**src/rtl/in_port_fifo_if.sv**
```systemverilog
// in_port_fifo_if -- bundle of signals between an external input device,
// the processor's IN instruction and the in_port_fifo buffer.
//
// Parameters: Width (word width), Depth (buffer depth, power of two).
// Modports:
//   slave  -- the buffer itself: takes ext_valid/ext_data/read_enable/
//             flag_clear and drives ext_ready/read_data/data_available/
//             count/overflow/underflow.
//   master -- the environment (device + processor) driving the buffer.
interface in_port_fifo_if #(
    parameter int Width = 16,
    parameter int Depth = 4
);
    localparam int CntW = $clog2(Depth) + 1;

    logic             ext_valid;
    logic [Width-1:0] ext_data;
    logic             ext_ready;
    logic             read_enable;
    logic [Width-1:0] read_data;
    logic             data_available;
    logic [CntW-1:0]  count;
    logic             overflow;
    logic             underflow;
    logic             flag_clear;

    modport slave (
        input  ext_valid, ext_data, read_enable, flag_clear,
        output ext_ready, read_data, data_available, count, overflow, underflow
    );

    modport master (
        output ext_valid, ext_data, read_enable, flag_clear,
        input  ext_ready, read_data, data_available, count, overflow, underflow
    );
endinterface

```
**src/rtl/in_port_fifo.sv**
```systemverilog
// in_port_fifo -- circular input buffer between an external device and the
// processor's IN instruction. All state changes on the falling edge of clk.
//
// Ports:
//   clk   -- single clock, state updates on its falling edge
//   reset -- synchronous, active-low; clears pointers, count, read_data, flags
//   io    -- in_port_fifo_if.slave:
//              ext_valid/ext_data/ext_ready : device push handshake
//              read_enable/read_data        : processor pop, read_data holds
//              data_available, count        : occupancy status
//              overflow/underflow/flag_clear: sticky error flags and clear
module in_port_fifo #(
    parameter int Width = 16,
    parameter int Depth = 4
) (
    input  logic            clk,
    input  logic            reset,
    in_port_fifo_if.slave   io
);
    localparam int PtrW = $clog2(Depth);
    localparam int CntW = PtrW + 1;
    localparam logic [CntW-1:0] DepthCnt = CntW'(Depth);
    localparam logic [PtrW-1:0] LastPtr  = PtrW'(Depth - 1);

    logic [Width-1:0] mem_q [Depth];

    logic [PtrW-1:0]  wr_ptr_q, wr_ptr_d;
    logic [PtrW-1:0]  rd_ptr_q, rd_ptr_d;
    logic [CntW-1:0]  count_q, count_d;
    logic [Width-1:0] read_data_q, read_data_d;
    logic             overflow_q, overflow_d;
    logic             underflow_q, underflow_d;

    logic ready;
    logic avail;
    logic push;
    logic pop;

    // Handshake status comes only from the registered count, so a push and
    // a pop on the same edge never see each other's effect (no bypass).
    assign ready = (count_q != DepthCnt);
    assign avail = (count_q != '0);
    assign push  = io.ext_valid   && ready;
    assign pop   = io.read_enable && avail;

    function automatic logic [PtrW-1:0] next_ptr(input logic [PtrW-1:0] p);
        return (p == LastPtr) ? '0 : p + PtrW'(1);
    endfunction

    always_comb begin
        wr_ptr_d    = wr_ptr_q;
        rd_ptr_d    = rd_ptr_q;
        count_d     = count_q;
        read_data_d = read_data_q;
        overflow_d  = overflow_q;
        underflow_d = underflow_q;

        if (push) begin
            wr_ptr_d = next_ptr(wr_ptr_q);
        end

        if (pop) begin
            rd_ptr_d    = next_ptr(rd_ptr_q);
            read_data_d = mem_q[rd_ptr_q];
        end else if (io.read_enable) begin
            // Read on empty: processor sees zero.
            read_data_d = '0;
        end

        unique case ({push, pop})
            2'b10:   count_d = count_q + CntW'(1);
            2'b01:   count_d = count_q - CntW'(1);
            default: count_d = count_q;
        endcase

        // Clear first, then let a same-edge error event win.
        if (io.flag_clear) begin
            overflow_d  = 1'b0;
            underflow_d = 1'b0;
        end
        if (io.ext_valid && !ready) begin
            overflow_d = 1'b1;
        end
        if (io.read_enable && !avail) begin
            underflow_d = 1'b1;
        end
    end

    always_ff @(negedge clk) begin
        if (!reset) begin
            wr_ptr_q    <= '0;
            rd_ptr_q    <= '0;
            count_q     <= '0;
            read_data_q <= '0;
            overflow_q  <= 1'b0;
            underflow_q <= 1'b0;
        end else begin
            wr_ptr_q    <= wr_ptr_d;
            rd_ptr_q    <= rd_ptr_d;
            count_q     <= count_d;
            read_data_q <= read_data_d;
            overflow_q  <= overflow_d;
            underflow_q <= underflow_d;
        end
    end

    // Storage is not reset; stale words are unreachable once count is zero.
    always_ff @(negedge clk) begin
        if (reset && push) begin
            mem_q[wr_ptr_q] <= io.ext_data;
        end
    end

    assign io.ext_ready      = ready;
    assign io.data_available = avail;
    assign io.count          = count_q;
    assign io.read_data      = read_data_q;
    assign io.overflow       = overflow_q;
    assign io.underflow      = underflow_q;
endmodule
```
**src/flat_wrapper.sv**
```systemverilog
// flat-port wrapper written by rule: the top's interface ports become plain ports
module in_port_fifo_flat 
#(
    parameter int Width = 16,
    parameter int Depth = 4
)
  (clk, reset, io_ext_valid, io_ext_data, io_read_enable, io_flag_clear, io_ext_ready, io_read_data, io_data_available, io_count, io_overflow, io_underflow);
  in_port_fifo_if #(.Width(Width), .Depth(Depth)) io_i ();
  input  logic clk;
  input  logic reset;
  input wire logic [$bits(io_i.ext_valid)-1:0] io_ext_valid;
  input wire logic [$bits(io_i.ext_data)-1:0] io_ext_data;
  input wire logic [$bits(io_i.read_enable)-1:0] io_read_enable;
  input wire logic [$bits(io_i.flag_clear)-1:0] io_flag_clear;
  output wire logic [$bits(io_i.ext_ready)-1:0] io_ext_ready;
  output wire logic [$bits(io_i.read_data)-1:0] io_read_data;
  output wire logic [$bits(io_i.data_available)-1:0] io_data_available;
  output wire logic [$bits(io_i.count)-1:0] io_count;
  output wire logic [$bits(io_i.overflow)-1:0] io_overflow;
  output wire logic [$bits(io_i.underflow)-1:0] io_underflow;
  assign io_i.ext_valid = io_ext_valid;
  assign io_i.ext_data = io_ext_data;
  assign io_i.read_enable = io_read_enable;
  assign io_i.flag_clear = io_flag_clear;
  assign io_ext_ready = io_i.ext_ready;
  assign io_read_data = io_i.read_data;
  assign io_data_available = io_i.data_available;
  assign io_count = io_i.count;
  assign io_overflow = io_i.overflow;
  assign io_underflow = io_i.underflow;
  in_port_fifo #(.Width(Width), .Depth(Depth)) u_core (.clk(clk), .reset(reset), .io(io_i));
endmodule
```
**config.mk**
```make
export PLATFORM = sky130hd
export DESIGN_NAME = in_port_fifo_flat
export DESIGN_NICKNAME = d
export VERILOG_FILES = /design/src/rtl/in_port_fifo_if.sv /design/src/rtl/in_port_fifo.sv /design/src/flat_wrapper.sv
export SDC_FILE = /design/constraint.sdc
export NUM_CORES = 1
export LEC_CHECK = 0
export CAP_MARGIN = 20
export CORE_UTILIZATION = 40
export CTS_BUF_LIST = sky130_fd_sc_hd__clkbuf_4 sky130_fd_sc_hd__clkbuf_8 sky130_fd_sc_hd__clkbuf_16
export DETAILED_ROUTE_END_ITERATION = 12
export DONT_BUFFER_PORTS = 1
export GPL_TIMING_DRIVEN = 0
export HOLD_SLACK_MARGIN = 0.02
export SLEW_MARGIN = 40
export SYNTH_ARGS = -nofsm -noshare
export SYNTH_HDL_FRONTEND = slang
export SYNTH_SLANG_ARGS = --single-unit
```
**constraint.sdc**
```tcl
create_clock -name clk -period 2.5 [get_ports clk]
set_clock_uncertainty 0.05 [all_clocks]
set_input_delay 0.375 -clock clk [delete_from_list [all_inputs] [get_ports clk]]
set_output_delay 0.375 -clock clk [all_outputs]
set_load 0.005 [all_outputs]
```
After elaboration in Yosys (flattened, before gate mapping)
Memories as Yosys holds them, arrays and structs flattened. A register that Yosys moved wholly into a read port is not among the register bits. Cells that the tools add are included.

Add/subtract/negate cells: 4. Mux-type cells: 12. Equal/unequal tests: 5. Reduce and logical (&&, ||, !) cells: 12.

Operators by type and width (count): $mux 16 (2); $mux 2 (4); $reduce_bool 2->1 (4); $eq 2x2->1 const B (3); $pmux 3 s2 (1); $logic_and 1x1->1 (5); $mux 1 (5); $add 2x1->2 const B (2); $add 3x1->3 const B (1); $ne 3x3->1 const B (1); $reduce_bool 3->1 (1); $sub 3x1->3 const B (1); $eq 2x1->1 const B (1); $logic_not 1->1 (2).

Output and inout port bits: 23. Bits in writable memories: 64. Input bits: 21. Memories kept: 1. Word-level logic and storage cells: 40. Flip-flop bits (word level): 25.

Memories: u_core.mem_q (words 4, bits a word 16, rd ports 1, clocked after memory_dff 1, wr ports 1, RTL line in_port_fifo.sv:25) `logic [Width-1:0] mem_q [Depth];`.

Depth between registers and ports, before layout
Gate-level depths: netlist (run 1).

Depth in word-level cells: 5. Depth in mapped cells: 9.

==> impl_results.md, run 1 <==
* Avg Cell Area, Syn at 18.19 um2
* Net Count, Synth at 214
* Hold Fails Final Rpt at 0
* ANT nets after route at 0
* Hold EP: u_core.rd_ptr_q[0]
* Xor-xnor portion of the synthesized cell area at 0.5178%
* Largest family of logic cells by synthesized area: multiplexers
* Antenna violations before repair at 0
* Hold path depth at 2
* PD cells at 974.5 nW/um2
* Core ar. at 8217 um2
* Largest area contributor in the netlist: edfxtp_1
* Layout cell share with drive strength beyond 1 at 18.09%
* Slew headroom at 62.99%
* Most common cell after layout, fill and taps aside: inv_1
* Worst EP required at 2.08 ns
* Final setup TNS at -0.6289 ns
* Via/cell ratio at 4.842
* Leak Pwr at 1.780 nW
* Fin nets at 316
* Worst min-delay path class: reg2reg
* Prevailing post-synth register cell: edfxtp_1
* Number of synthesized flops with an enable pin at 64
* First DRT Iteration DRCs at 75
* Final setup fails at 3
* DRC viols at 0
* Hold_buf cts at 0
* Hold_ws at 0.4398 ns
* Synthesized area at 3383 um2
* Synth Area in Adders at 2.811%
* CP startpoint kind: flip-flop
* Simple-Gate Fraction of Synth Area at 3.587%
* FF-to-FF End: u_core.io.count[2]
* Port Buf Inserts at 0
* Gr usage total at 14.94%
* Total I/O pin count at 44
* Worst hold start: u_core.rd_ptr_q[0]
* Mapped Cells at 186
* Seq/Total Area, Yosys at 72.78%
* Final Wtd Congestion at 0.7345
* Pin count of the biggest net entering global routing at 18
* Async SR Flop Fraction at 0%
* Vias in the first global route at 2154
* Root Driver: clkbuf_8
* DP HPWL at 3444 um
* Least-Margin Pin Slew at 0.5531 ns
* Depth of the CTS H-tree at 3
* Top-area cell type share of the netlist area at 56.80%
* Detailed Routing Iterations Pass 1 at 4
* Status: finished with violations
* Flop-to-flop setup slack at 0.44 ns
* CTS tree: yes
* WL/cell at 14.94 um
* Row count at 33
* RR Startpoint: u_core.io.count[2]
* Violated checks: setup timing
* Detailed Route WL at 5947 um
* Initial Util at 41.18%
* Clk sinks at 91
* Most frequent cells in the layout: inv_1 (97), edfxtp_1 (64), dfxtp_1 (23), a22o_1 (16), mux4_2 (10)
* Multiplexer area fraction after synthesis at 11.61%
* Critical-path maximum fanout at 6
* Slew Limit Fails at 0
* Clk buf depth at 2
* DR vias at 1927
* Library cells used by synthesis at 26
* Crit. End Element: primary output
* Synth Area in Compound Gates at 5.843%
* Area Growth Syn to Fin at 23.48%
* Diodes inserted at 0
* Number of max-cap violations at 0
* WS Path Type: reg2out
* VDD IR-drop max at 0.0003268 V
* Die Y at 93.97 um
* Clk slew on worst S/H paths at 0.04 ns
* Most area-consuming cells after synthesis: edfxtp_1 (57%), dfxtp_1 (16%), mux4_2 (6.7%), mux4_1 (4.7%), a22o_1 (4.1%)
* CP arrival at 2.36 ns
* Synth warnings at 0
* Worst r2r path cells at 9
* Final WS setup at -0.2804 ns
* RSZ-0062 raised after global routing: true
* Grt ovf at 0
* Die Area at 8829 um2
* Die X-Extent at 93.97 um
* First-pass GRT wire length at 9418 um
* Clk_lat worst skew at 0.41 ns
* CTS Buf Count at 9
* Synth Register Bits at 91
-- how the worst max path moves through the flow --
stage / from / slack (ns) / to
floorplan: io_read_enable / -0.44 / u_core.io.count[2]
global placement: u_core.io.count[2] / -0.52 / io_ext_ready
detailed placement: io_read_enable / -0.53 / u_core.io.count[2]
CTS: u_core.io.count[2] / -0.29 / io_ext_ready
global route: u_core.io.count[0] / -0.36 / io_data_available
finish: u_core.io.count[2] / -0.28 / io_ext_ready
-- critical path, cell delays in order, from the launching register on --
cell and delay (ns):
dfxtp_4 0.38, nor3b_4 0.23, inv_2 0.08
-- area by class of cell --
type / instances / area (um2)
fillers: 704 / 4039
flip-flops and latches: 91 / 2475
multi-input cells: 77 / 894.6
clock inverters: 98 / 419.2
well taps: 105 / 131.4
clock buffers: 9 / 123.9
plain buffers: 7 / 76.32
inverters: 10 / 50.05
repair buffers: 1 / 7.507
-- power by group --
group / internal, mW / total (mW) / switching, mW
sequential: 1.79 / 1.91 / 0.124
combinational: 0.350 / 0.651 / 0.302
clock: 0.581 / 1.51 / 0.926
total: 2.72 / 4.07 / 1.35
-- Yosys cell counts (3+ instances only) --
cell type / count
a21oi_1: 7
a22o_1: 16
and2_1: 4
buf_2: 4
dfxtp_1: 27
edfxtp_1: 64
ha_1: 6
inv_1: 11
mux4_1: 6
mux4_2: 10
nand2_1: 3
nor2_1: 8
o21ai_0: 3
-- per-layer routing --
layer  vias to the layer above  track usage [%]  part of all wire [%]
met5                         -                0                     0
met2                        46            22.63                    52
met1                       942            14.04                    41
met3                         8            11.25                   6.2
met4                         0            9.744                   1.3
li1                        931                -                     -
-- cells by family after synthesis --
group,Yosys count
multiplexers,17
AO/OA/AOI/OAI,27
XOR/XNOR,2
flip-flops,91
AND/OR/NAND/NOR,24
buffers and inverters,18
adder cells (fa/ha/maj),7
-- state kept, by name (all words and copies together), names as in the netlist, named ones only --
signal and flops:
u_core.io.overflow 1, u_core.io.read_data 16, u_core.wr_ptr_q 2, u_core.io.count 3, u_core.rd_ptr_q 2, u_core.io.underflow 1
u_core.mem_q 64
-- metrics by stage --
stage	utilization [%]	total power [mW]	worst slack (ns)	instances	area [um2]
floorplan	-	2.621	-0.4437	186	3457
global placement	43.67	2.741	-0.5198	291	3588
detailed placement	43.67	2.755	-0.5323	291	3588
CTS	50.66	4.157	-0.2878	398	4163
global route	50.85	4.415	-0.3551	398	4178
finish	50.85	4.071	-0.2804	398	4178
-- repair_timing --
item,CTS,global route
resized for setup,10,4
setup buffers,1,0
pin swaps,1,0
setup endpoints to repair,7,8
No activity file was read; power rests on OpenSTA's default activity.
==> run 2, diff against run 1 <==
--- a/config.mk
+++ b/config.mk
@@ -5,7 +5,6 @@
 export SDC_FILE = /design/constraint.sdc
 export NUM_CORES = 1
 export LEC_CHECK = 0
-export CAP_MARGIN = 20
 export CORE_UTILIZATION = 40
 export CTS_BUF_LIST = sky130_fd_sc_hd__clkbuf_4 sky130_fd_sc_hd__clkbuf_8 sky130_fd_sc_hd__clkbuf_16
 export DETAILED_ROUTE_END_ITERATION = 12
==> results of run 2 <==
Same layout as run 1: the final DEF is identical, and so are final timing and power.
==> run 3, diff against run 2 <==
--- a/config.mk
+++ b/config.mk
@@ -5,12 +5,14 @@
 export SDC_FILE = /design/constraint.sdc
 export NUM_CORES = 1
 export LEC_CHECK = 0
+export CORE_MARGIN = 2
 export CORE_UTILIZATION = 40
 export CTS_BUF_LIST = sky130_fd_sc_hd__clkbuf_4 sky130_fd_sc_hd__clkbuf_8 sky130_fd_sc_hd__clkbuf_16
 export DETAILED_ROUTE_END_ITERATION = 12
 export DONT_BUFFER_PORTS = 1
 export GPL_TIMING_DRIVEN = 0
 export HOLD_SLACK_MARGIN = 0.02
+export SETUP_SLACK_MARGIN = 0.5
 export SLEW_MARGIN = 40
 export SYNTH_ARGS = -nofsm -noshare
 export SYNTH_HDL_FRONTEND = slang
==> run 3 against run 2 <==
Against the previous run: the flow still finishes with violations (setup timing); hold slack worse by 0.012 ns; sequential cell count unchanged; sequential share of layout area down 3.4 points; register-to-register slack worse by 0.06 ns; clock-buffer cell count unchanged; via count up 6.6%; cell count up 4.0%; combinational power up 24%; non-clock buffer count up 13; critical path type unchanged; largest cell class unchanged; highest routed layer unchanged.
==> impl_results.md, run 3 (synthesis results as in run 1) <==
* Status: finished with violations
* Violated checks: setup timing
* ANT nets after route at 0 (unchanged)
* Final Wtd Congestion at 0.7171 (-2.4%)
* CP startpoint kind: flip-flop
* DRC viols at 0 (unchanged)
* PD cells at 964.8 nW/um2 (-1.0%)
* Clk slew on worst S/H paths at 0.04 ns (about the same)
* Pin count of the biggest net entering global routing at 19 (+1)
* Worst min-delay path class: reg2reg
* Max FFs per register at 64 (unchanged)
* Core ar. at 8217 um2 (unchanged)
* Final setup fails at 4 (+1)
* Most common cell after layout, fill and taps aside: inv_1
* Number of max-cap violations at 0 (unchanged)
* Placed cell area at 3666 um2 (+2.2%)
* Hold_buf cts at 0 (unchanged)
* Least-Margin Pin Slew at 0.2684 ns (-0.2848 ns)
* Diodes inserted at 0 (unchanged)
* Die Area at 9209 um2 (+4.3%)
* CTS Buf Count at 9 (unchanged)
* Layout cell share with drive strength beyond 1 at 29.77% (+12 points)
* Area Growth Syn to Fin at 32.06%
* VDD IR-drop max at 0.0004210 V (+29%)
* DP HPWL at 3915 um (+14%)
* CTS tree: yes
* Final setup TNS at -0.5993 ns (+0.02963 ns)
* Hold_ws at 0.4275 ns (-0.01237 ns)
* Fin nets at 332 (+5.1%)
* Crit. End Element: primary output
* Port Buf Inserts at 0 (unchanged)
* Slew headroom at 82.11% (+19 points)
* Clk_lat worst skew at 0.42 ns (about the same)
* Die X-Extent at 95.97 um (+2.1%)
* Final std cells w/o fill at 414 (+4.0%)
* Antenna violations before repair at 0 (unchanged)
* Total I/O pin count at 44 (unchanged)
* Fin area at 4468 um2 (+6.9%)
* Grt ovf at 0 (unchanged)
* First DRT Iteration DRCs at 85 (+13%)
* Initial Util at 41.18% (unchanged)
* Total power at 4.311 mW (+5.9%)
* Detailed Routing Iterations Pass 1 at 4 (unchanged)
* Cells after DPL at 291 (unchanged)
* Critical-path maximum fanout at 6 (unchanged)
* WS Path Type: reg2out
* Vias in the first global route at 2281 (+5.9%)
* Root Driver: clkbuf_8
* DR vias at 2055 (+6.6%)
* Leak Pwr at 1.903 nW (+6.9%)
* RSZ-0062 raised after global routing: true
* Slew Limit Fails at 0 (unchanged)
* CP arrival at 2.35 ns (about the same)
* Biggest register: u_core.mem_q
* Depth of the CTS H-tree at 3 (unchanged)
* Gr usage total at 16.28% (+1.3 points)
* WL/cell at 17.56 um (+18%)
* Via/cell ratio at 4.964 (+2.5%)
* Row count at 33 (unchanged)
* Most frequent cells in the layout: inv_1 (96), edfxtp_1 (64), dfxtp_2 (18), a22o_1 (16), mux4_2 (10)
* Detailed Route WL at 7269 um (+22%)
* First-pass GRT wire length at 10490 um (+11%)
* Worst EP required at 2.08 ns (about the same)
* Die Y at 95.97 um (+2.1%)
* Clk sinks at 91 (unchanged)
* Hold Fails Final Rpt at 0 (unchanged)
* Clk buf depth at 2 (unchanged)
* Final WS setup at -0.2761 ns (+0.004266 ns)
[run 3: cell types whose count changed in the layout (fill, tap and decap cells not counted), moves of 2 or more]
cell      previous run  this run
dfxtp_1             23         6
buf_4                1         8
buf_12               1         3
dfxtp_2              1        18
buf_6                1         6
buf_2                4         2
nor2_1               8         6
and2_4               4         7
nor2_4               0         2
clkinv_4             2         0
[run 3: worst paths after layout]
check                           endpoint  cells past startpoint                    from  slack (ns)
hold / removal    u_core.io.read_data[6]                      1  u_core.io.read_data[6]        0.43
hold reg to reg   u_core.io.read_data[6]                      1  u_core.io.read_data[6]        0.43
setup / recovery            io_ext_ready                      2      u_core.io.count[0]       -0.28
setup reg to reg      u_core.io.count[2]                      9      u_core.io.count[0]        0.38
[run 3: where the power goes]
part	internal, mW	total, mW	switching (mW)
logic	0.442	0.809	0.367
clock network	0.593	1.57	0.978
registers	1.80	1.93	0.133
[run 3: layout make-up]
type	instances	area (um2)
plain buffers	7	88.84
multi-input cells	80	967.2
repair buffers	14	161.4
fillers	657	3749
inverters	10	76.32
clock inverters	98	422.9
clock buffers	9	123.9
flip-flops and latches	91	2496
well taps	105	131.4
[run 3: timing repair]
action                                  in CTS  in global routing
cloned                                       4                  0
buffers inserted                             9                  4
endpoints found under the setup margin      90                 98
pin swaps                                    7                  7
gates resized for setup                     33                  4
[run 3: through the flow]
stage,util [%],setup slack (ns)
floorplan,-,-0.4162
global placement,44.62,-0.4835
detailed placement,44.62,-0.5369
CTS,53.74,-0.2950
global route,54.38,-0.3279
finish,54.38,-0.2761
[run 3: critical path: stages (launching register included)]
cell and delay, ns:
dfxtp_4 0.38, nor3b_4 0.24, inv_2 0.08
[run 3: routing by layer]
layer  wire length (um)  up-vias  share of wire (%)  GRT usage, %
met2               4061       46                 56         27.51
li1                   -      969                  -             -
met1               2709     1031                 37         14.88
met4                 62        0               0.85         8.214
met3                436        9                6.0         10.73
met5                  0        -                  0             0
